==> src/rtl/mmio_uart_port.sv <==
// Memory-mapped UART port: decodes the UART register window, prefetches RX bytes
// into a small circular buffer and pushes TX bytes, optionally stalling the core.
//
//   state   | meaning
//   --------+------------------------------------------------------------
//   IDLE    | waiting for req; decodes and completes immediate accesses
//   RX_WAIT | blocking RX read on empty buffer; waits for a byte or timeout
//   TX_WAIT | blocking TX write on full FIFO; waits for space or timeout
//   RESP    | ack (and err) high for one cycle, then back to IDLE
module mmio_uart_port #(
   parameter int                ADDR_W    = 10,
   parameter logic [ADDR_W-1:0] RX_ADDR   = 10'h000,
   parameter logic [ADDR_W-1:0] RXST_ADDR = 10'h004,
   parameter logic [ADDR_W-1:0] TXST_ADDR = 10'h008,
   parameter logic [ADDR_W-1:0] TX_ADDR   = 10'h00C,
   parameter int                RXBUF_D   = 4,
   parameter bit                BLOCKING  = 1'b1,
   parameter int                TIMEOUT   = 0
) (
   input  logic              clk,
   input  logic              rstn,
   input  logic              req,
   input  logic              we,
   input  logic [ADDR_W-1:0] addr,
   input  logic [31:0]       wdata,
   output logic [31:0]       rdata,
   output logic              ack,
   output logic              err,
   input  logic [7:0]        uart_rx_data,
   input  logic              empty,
   output logic              uart_rd_en,
   output logic [7:0]        uart_tx_data,
   input  logic              full,
   output logic              uart_wr_en
);

   localparam int PW  = $clog2(RXBUF_D);
   localparam int CW  = PW + 1;
   localparam int WCW = (TIMEOUT > 1) ? $clog2(TIMEOUT + 1) : 1;
   localparam logic [CW-1:0]  DEPTH   = CW'(RXBUF_D);
   // Terminal count is one below TIMEOUT so that exactly TIMEOUT cycles are spent waiting.
   localparam logic [WCW-1:0] WAIT_TC = (TIMEOUT == 0) ? '0 : WCW'(TIMEOUT - 1);

   typedef enum logic [1:0] {
      IDLE,
      RX_WAIT,
      TX_WAIT,
      RESP
   } state_t;

   state_t         state;
   logic [7:0]     rxBuf [RXBUF_D];
   logic [PW-1:0]  wrPtr;
   logic [PW-1:0]  rdPtr;
   logic [CW-1:0]  cnt;
   logic [WCW-1:0] waitCnt;
   logic [7:0]     txByte;

   logic       push;
   logic       pop;
   logic       bufEmpty;
   logic       isRx;
   logic       isRxSt;
   logic       isTxSt;
   logic       isTx;
   logic [7:0] headByte;
   logic       unusedWdataHi;

   assign unusedWdataHi = &{1'b0, wdata[31:8]};

   always_comb begin
      bufEmpty = (cnt == '0);
      headByte = rxBuf[rdPtr];
      isRx     = (addr == RX_ADDR);
      isRxSt   = (addr == RXST_ADDR);
      isTxSt   = (addr == TXST_ADDR);
      isTx     = (addr == TX_ADDR);
      push     = rstn && !empty && (cnt != DEPTH);
      pop      = ((state == IDLE) && req && !we && isRx && !bufEmpty)
              || ((state == RX_WAIT) && !bufEmpty);
   end

   assign uart_rd_en = push;

   always_ff @(posedge clk) begin
      if (push) begin
         rxBuf[wrPtr] <= uart_rx_data;
      end
   end

   always_ff @(posedge clk or negedge rstn) begin
      if (!rstn) begin
         wrPtr <= '0;
         rdPtr <= '0;
         cnt   <= '0;
      end else begin
         if (push) begin
            wrPtr <= wrPtr + PW'(1);
         end
         if (pop) begin
            rdPtr <= rdPtr + PW'(1);
         end
         if (push && !pop) begin
            cnt <= cnt + CW'(1);
         end else if (pop && !push) begin
            cnt <= cnt - CW'(1);
         end
      end
   end

   always_ff @(posedge clk or negedge rstn) begin
      if (!rstn) begin
         state        <= IDLE;
         waitCnt      <= '0;
         txByte       <= '0;
         rdata        <= '0;
         ack          <= 1'b0;
         err          <= 1'b0;
         uart_tx_data <= '0;
         uart_wr_en   <= 1'b0;
      end else begin
         // Response outputs are single-cycle pulses unless a branch below sets them.
         ack        <= 1'b0;
         err        <= 1'b0;
         rdata      <= '0;
         uart_wr_en <= 1'b0;
         case (state)
            IDLE: begin
               if (req) begin
                  waitCnt <= '0;
                  txByte  <= wdata[7:0];
                  state   <= RESP;
                  ack     <= 1'b1;
                  if (!we && isRx) begin
                     if (!bufEmpty) begin
                        rdata <= {24'b0, headByte};
                     end else if (BLOCKING) begin
                        state <= RX_WAIT;
                        ack   <= 1'b0;
                     end else begin
                        err <= 1'b1;
                     end
                  end else if (!we && isRxSt) begin
                     rdata <= {16'b0, 8'(cnt), 7'b0, !bufEmpty};
                  end else if (!we && isTxSt) begin
                     rdata <= {31'b0, !full};
                  end else if (we && isTx) begin
                     if (!full) begin
                        uart_wr_en   <= 1'b1;
                        uart_tx_data <= wdata[7:0];
                     end else if (BLOCKING) begin
                        state <= TX_WAIT;
                        ack   <= 1'b0;
                     end else begin
                        err <= 1'b1;
                     end
                  end
               end
            end
            RX_WAIT: begin
               waitCnt <= waitCnt + WCW'(1);
               if (!bufEmpty) begin
                  rdata <= {24'b0, headByte};
                  ack   <= 1'b1;
                  state <= RESP;
               end else if ((TIMEOUT != 0) && (waitCnt == WAIT_TC)) begin
                  err   <= 1'b1;
                  ack   <= 1'b1;
                  state <= RESP;
               end
            end
            TX_WAIT: begin
               waitCnt <= waitCnt + WCW'(1);
               if (!full) begin
                  uart_wr_en   <= 1'b1;
                  uart_tx_data <= txByte;
                  ack          <= 1'b1;
                  state        <= RESP;
               end else if ((TIMEOUT != 0) && (waitCnt == WAIT_TC)) begin
                  err   <= 1'b1;
                  ack   <= 1'b1;
                  state <= RESP;
               end
            end
            RESP: begin
               waitCnt <= '0;
               state   <= IDLE;
            end
            default: begin
               state <= IDLE;
            end
         endcase
      end
   end

endmodule

==> config.mk <==
export PLATFORM = sky130hd
export DESIGN_NAME = mmio_uart_port
export DESIGN_NICKNAME = d
export VERILOG_FILES = /design/src/rtl/mmio_uart_port.sv
export SDC_FILE = /design/constraint.sdc
export NUM_CORES = 1
export LEC_CHECK = 0
export CORE_MARGIN = 3
export CORE_UTILIZATION = 30
export CTS_BUF_LIST = sky130_fd_sc_hd__clkbuf_4 sky130_fd_sc_hd__clkbuf_8 sky130_fd_sc_hd__clkbuf_16
export DETAILED_ROUTE_END_ITERATION = 8
export PLACE_DENSITY = 0.63
export SYNTH_ARGS = -nofsm -noshare
export SYNTH_HDL_FRONTEND = slang
export SYNTH_SLANG_ARGS = --single-unit
==> constraint.sdc <==
create_clock -name clk -period 2.4 [get_ports clk]
set_input_delay 0.36 -clock clk [delete_from_list [all_inputs] [get_ports clk]]
set_output_delay 0.36 -clock clk [all_outputs]
set_load 0.1 [all_outputs]
==> results.ini, run 1 <==
[status]
status=completed

[layout]
final_cells=445
diodes=0
nets=370
final_cell_mix=dfrtp_1 (38), buf_4 (38), edfxtp_1 (32), nand2_1 (30), clkdlybuf4s50_1 (30)
drive_gt1_frac=0.298
syn2layout_area_growth_pct=28.0

[clock_network]
path_clk_slew_ns=0.08
insertion_delay_ns=0.34
numCtsBuffers=9
clock_sinks=70
cts_tree=yes
hold_buffers=0
cts_htree_levels=3
clockRootBuffer=clkbuf_8
clockBufferDepth=2

[job]
maxCapViolCount=0

[power_and_ir_drop]
leakage_nw=1.78
p_int_mw=3.00
sw_frac_of_total=0.450
switchingPower_mw=2.45
seqPwrFrac=0.338
power_mw=5.46
p_per_area_nw_per_um2=1330
p_comb_frac=0.492
vdd_drop_max_mv=0.586
clockPowerShare=0.170

[timing]
fin_ws_ns=0.139
fin_tns_setup_ns=0
skew_ns=0.00958
hold_violations=0
drv_slew=0
finalCritPeriodShare=0.942
fmaxAchievable_ghz=0.442
worstMarginPinSlew_ns=0.590
final.min_clock_period_ns=2.26
slew_headroom=0.607
setup_viol=0
holdWs_ns=0.0876

[synth]
syn-cell-area_um2=3210
ys_seq_area_frac=0.596
yosysTopAreaCell=edfxtp_1
synth_seq_cells=70
synth-main-ff-cell=dfrtp_1
synth_area_per_cell_um2=14.0
synth_edf_count=32
yosys_warnings=0
synthCells=229
synthDistinctLibCells=35
synth_top_area_frac=0.300
async_flop_share=0.543
synthTopCellsByArea=edfxtp_1 (30%), dfrtp_1 (30%), mux4_2 (5.6%), buf_4 (5.1%), mux2_4 (3.7%)

[detailed_routing]
dr.pass1.iters=4
wl_per_cell_um=13.6
num_vias=1911
drtIter0Drc=64
drc_errors=0
vias_per_cell=4.29
totalWireLength_um=6070
ant_nets=0

[floorplanning]
die_area_um2=12000
initial_utilization=0.309
num_rows=37
coreArea_um2=10400
ios=100
fp.dieH_um=109
die_w_um=109

[setup_path]
ff2ff_setup_slack_ns=0.14
crit_slowest_cell=dfrtp_1
start_kind=register
crit_arrival_ns=2.52
critPathKind=register to register
worstSetupEndpointType=register
path_cells=inv_1 -> ha_1 -> and2_2 -> a41o_2 -> nand2_4 -> ha_4 -> inv_1 -> fa_1 -> xor2_1 -> nor2_1 -> xor2_1
critPathRequiredTime_ns=2.66
max_stage_delay_ns=0.40
path_max_fanout=4

[placement]
hpwl_um=4290
gp_congestion=0.710
dp_slack_ns=-0.170
portBuffers=53
placedCellCount=428

[global_route]
track_usage=0.107
grt_pass1_wl_um=9380
antenna_found_initial=0
grt_overflow=0
grt_pass1_vias=1910
grt_max_degree=39

[hold_path]
hold_class=input pin to async pin

-- critical path: cells and delay by family (launching register included) --
kind | cells | cell delay, ns
adders and majority gates | 3 | 0.70
xor gates and xnor gates | 2 | 0.30
buffers and inverters | 2 | 0.13
and+or+nand+nor | 3 | 0.41
AOI/OAI and AO/OA | 1 | 0.24
DFF | 1 | 0.40
-- Yosys cell counts, drive strengths merged, types with 4 or more instances --
cell type and count:
and3 8, dfrtp 38, inv 7, a21oi 5, o21ai 4, edfxtp 32, xnor2 4, nor2 4
buf 23, clkbuf 4, mux4 8, and2 9, ha 9, mux2 17, nand2 31
-- area by class of cell --
class | count | area, um2
repair buffers | 70 | 611
fillers | 1013 | 6260
clock buffers | 10 | 131
well taps | 136 | 170
inverters | 7 | 26.3
clock inverters | 6 | 62.6
multi-input cells | 146 | 1190
flip-flops and latches | 70 | 1910
-- path summary, 6_finish.rpt --
kind	cells past startpoint	to	start
min in group clk	2	txByte[2]	txByte[2]
worst min-delay path	2	wrPtr[1]	rstn
worst max register to register	11	cnt[2]	state[0]
worst min register to register	2	txByte[2]	txByte[2]
worst max-delay path	11	cnt[2]	state[0]
max in group asynchronous	2	txByte[0]	rstn
-- power by group through the flow --
stage	clock network (mW)	logic, mW	registers [mW]
CTS	0.968	2.67	1.86
global placement	0	2.64	1.87
detailed placement	0	2.67	1.88
finish	0.926	2.69	1.85
floorplan	0	1.21	2.72
global route	1.02	2.86	1.90
-- layer usage --
| metal | up-vias | GRT usage | routed length (um) |
|---|---|---|---|
| li1 | 917 | - | - |
| met1 | 933 | 0.118 | 2410 |
| met2 | 55 | 0.190 | 3280 |
| met3 | 6 | 0.0411 | 319 |
| met4 | 0 | 0.0321 | 57 |
| met5 | - | 0 | 0 |
-- sequential cells by signal, indices dropped and copies added, names as in the netlist --
register / flops
uart_wr_en: 1
wrPtr: 2
cnt: 3
rxBuf: 32
txByte: 8
state: 2
uart_tx_data: 8
rdPtr: 2
rdata: 11
ack: 1
-- repair_timing --
action / in CTS / in global routing
setup buffers: 0 / 1
endpoints found under the setup margin: 0 / 1
endpoints found under the hold margin: 0 / 0
resized for setup: 0 / 4
-- kinds of logic (layout without fill, tap and decap cells) --
group                      after synthesis  after routing  share of synthesized area
DFF                                     70             70                      0.596
xor gates and xnor gates                 6              6                     0.0164
buffers and inverters                   34             93                     0.0659
other                                    1             22                    0.00117
AOI/OAI and AO/OA                       17             17                     0.0429
adders and majority gates               10             10                     0.0413
and+or+nand+nor                         66             66                      0.111
muxes                                   25             25                      0.125
-- metrics by stage --
step	util	area, um2
2_1_floorplan	-	3300
3_3_place_gp	0.375	3890
3_5_place_dp	0.375	3890
4_1_cts	0.393	4080
5_1_grt	0.396	4110
6_report	0.396	4110
(Power assumes the default switching activity.)
==> inputs of run 2 (changes only) <==
Settings changed: CAP_MARGIN from default to 20, CORE_MARGIN 3 to default.
==> run 2 against run 1 <==
Against the previous run: combinational power is essentially flat; sequential power is essentially flat; critical path depth is the same; die area shrank 7.2%; routed wire length shrank 1.8%; non-clock buffer count grew 3; worst setup slack lost 0.014 ns; final cell count grew 0.67%; count of clock-buffer cells in the layout shrank 1; critical endpoint unchanged.
==> results.ini, run 2 (synthesis gave the netlist of run 1 again) <==
[floorplanning]
num_rows=37  ; unchanged
die_area_um2=11100  ; was 12,000 um2
initial_utilization=0.311  ; was 0.309
fp.dieH_um=105  ; was 109 um
ios=100  ; unchanged
die_w_um=105  ; was 109 um
coreArea_um2=10300  ; was 10,400 um2

[detailed_routing]
wl_per_cell_um=13.3  ; was 13.6 um
drtIter0Drc=43  ; was 64
totalWireLength_um=5960  ; was 6070 um
vias_per_cell=4.33  ; was 4.29
num_vias=1939  ; was 1,911
dr.pass1.iters=4  ; unchanged
ant_nets=0  ; unchanged
drc_errors=0  ; unchanged

[timing]
fmaxAchievable_ghz=0.440  ; was 0.442 GHz
setup_viol=0  ; unchanged
worstMarginPinSlew_ns=0.592  ; was 0.590 ns
finalCritPeriodShare=0.948  ; was 0.942
drv_slew=0  ; unchanged
skew_ns=0.0112  ; was 0.00958 ns
hold_violations=0  ; unchanged
final.min_clock_period_ns=2.27  ; was 2.26 ns
slew_headroom=0.605  ; was 0.607
fin_tns_setup_ns=0  ; unchanged

[power_and_ir_drop]
p_per_area_nw_per_um2=1350  ; was 1330 nW/um2
vdd_drop_max_mv=0.675  ; was 0.586 mV
power_mw=5.60  ; was 5.46 mW
leakage_nw=1.80  ; was 1.78 nW

[global_route]
grt_pass1_vias=1921  ; was 1,910
track_usage=0.116  ; was 0.107
grt_overflow=0  ; unchanged
antenna_found_initial=0  ; unchanged
grt_max_degree=39  ; unchanged
grt_pass1_wl_um=9530  ; was 9380 um

[clock_network]
clock_sinks=70  ; unchanged
clockRootBuffer=clkbuf_8  ; unchanged
insertion_delay_ns=0.35  ; was 0.34 ns
clockBufferDepth=2  ; unchanged
cts_htree_levels=3  ; unchanged
cts_tree=yes  ; unchanged
numCtsBuffers=9  ; unchanged
hold_buffers=0  ; unchanged
path_clk_slew_ns=0.08  ; about the same

[layout]
largest_reg_flops=32  ; unchanged
largest-register=rxBuf  ; unchanged
postLayoutCellArea_um2=4150  ; was 4110 um2
final_core_util=0.402  ; was 0.396
drive_gt1_frac=0.308  ; was 0.298
final_cells=448  ; was 445
mostFrequentLayoutCell=buf_4
reg_top3=rxBuf: 32 flops, rdata: 11 flops  ; unchanged
nets=373  ; was 370
diodes=0  ; unchanged
final_cell_mix=buf_4 (41), dfrtp_1 (38), edfxtp_1 (32), nand2_1 (30), clkdlybuf4s50_1 (30)  ; was dfrtp_1 (38), buf_4 (38), edfxtp_1 (32), nand2_1 (30), clkdlybuf4s50_1 (30)
syn2layout_area_growth_pct=29.3  ; was 28.0%

[hold_path]
hold_class=input pin to async pin  ; unchanged

[job]
maxCapViolCount=0  ; unchanged

[setup_path]
critPathRequiredTime_ns=2.67  ; was 2.66 ns
crit_arrival_ns=2.54  ; was 2.52 ns
path_cells=inv_1 -> ha_1 -> and2_2 -> a41o_2 -> nand2_2 -> ha_2 -> inv_1 -> fa_1 -> xor2_1 -> nor2_1 -> xor2_1  ; was inv_1 -> ha_1 -> and2_2 -> a41o_2 -> nand2_4 -> ha_4 -> inv_1 -> fa_1 -> xor2_1 -> nor2_1 -> xor2_1
worstSetupEndpointType=register  ; unchanged
start_kind=register  ; unchanged
max_stage_delay_ns=0.37  ; was 0.40 ns
path_max_fanout=3  ; was 4
critPathKind=register to register  ; unchanged
crit_slowest_cell=dfrtp_1  ; unchanged

[placement]
hpwl_um=4320  ; was 4290 um
dpl_cell_area_um2=3900  ; was 3890 um2
placedCellCount=430  ; was 428
gp_congestion=0.760  ; was 0.710
portBuffers=53  ; unchanged

[status]
status=completed  ; unchanged

-- run 2: changes by cell type in the layout (fill, tap and decap cells not counted) --
| cell | change |
|---|---|
| buf_4 | +3 |
| inv_6 | +3 |
| bufinv_16 | +1 |
| clkbuf_4 | -1 |
| clkinv_1 | -1 |
| clkinv_2 | -1 |
| clkinvlp_4 | -1 |
| ha_2 | +1 |
| ha_4 | -1 |
| nand2_2 | +1 |
| nand2_4 | -1 |
-- run 2: metal layers --
layer / track usage / wire length [um] / vias up
met4: 0.0362 / 84 / 0
met3: 0.0445 / 317 / 7
met1: 0.138 / 2600 / 942
li1: - / - / 926
met2: 0.191 / 2960 / 64
met5: 0 / 0 / -
-- run 2: critical path, delay by kind of cell (launching register included) --
| kind | cells | cell delay [ns] |
|---|---|---|
| buffers and inverters | 2 | 0.12 |
| flip-flops | 1 | 0.37 |
| AO/OA/AOI/OAI | 1 | 0.24 |
| AND/OR/NAND/NOR | 3 | 0.42 |
| XOR/XNOR | 2 | 0.30 |
| adder cells (fa/ha/maj) | 3 | 0.76 |
-- run 2: timing repair --
item,CTS,global route
gates resized for setup,0,2
endpoints found under the setup margin,0,1
buffers inserted,0,2
hold endpoints to repair,0,0
-- run 2: area by class of cell --
type | count | area [um2]
well taps | 136 | 170
clock inverters | 7 | 103
repair buffers | 73 | 633
fillers | 988 | 6180
flip-flops and latches | 70 | 1910
clock buffers | 9 | 124
inverters | 7 | 26.3
multi-input cells | 146 | 1180
-- run 2: per-stage QoR --
stage / setup slack (ns) / hold slack [ns]
finish: 0.125 / 0.115
global route: -0.0142 / 0.161
CTS: 0.0826 / 0.146
detailed placement: -0.110 / 0.458
global placement: -0.111 / 0.454
floorplan: 0.0558 / 0.0644
-- run 2: path summary, 6_finish.rpt --
path,from,to,cells after the start,slack (ns)
max,state[0],cnt[2],11,0.13
max in group asynchronous,rstn,uart_tx_data[2],2,1.94
max reg2reg,state[0],cnt[2],11,0.13
min in group clk,txByte[3],txByte[3],2,0.48
min reg2reg,txByte[3],txByte[3],2,0.48
min,rstn,uart_tx_data[4],2,0.12
-- run 2: power breakdown --
part           switching (mW)  total, mW  internal, mW
logic                    1.76       2.68         0.930
registers               0.248       1.84          1.59
clock network           0.472       1.07         0.597
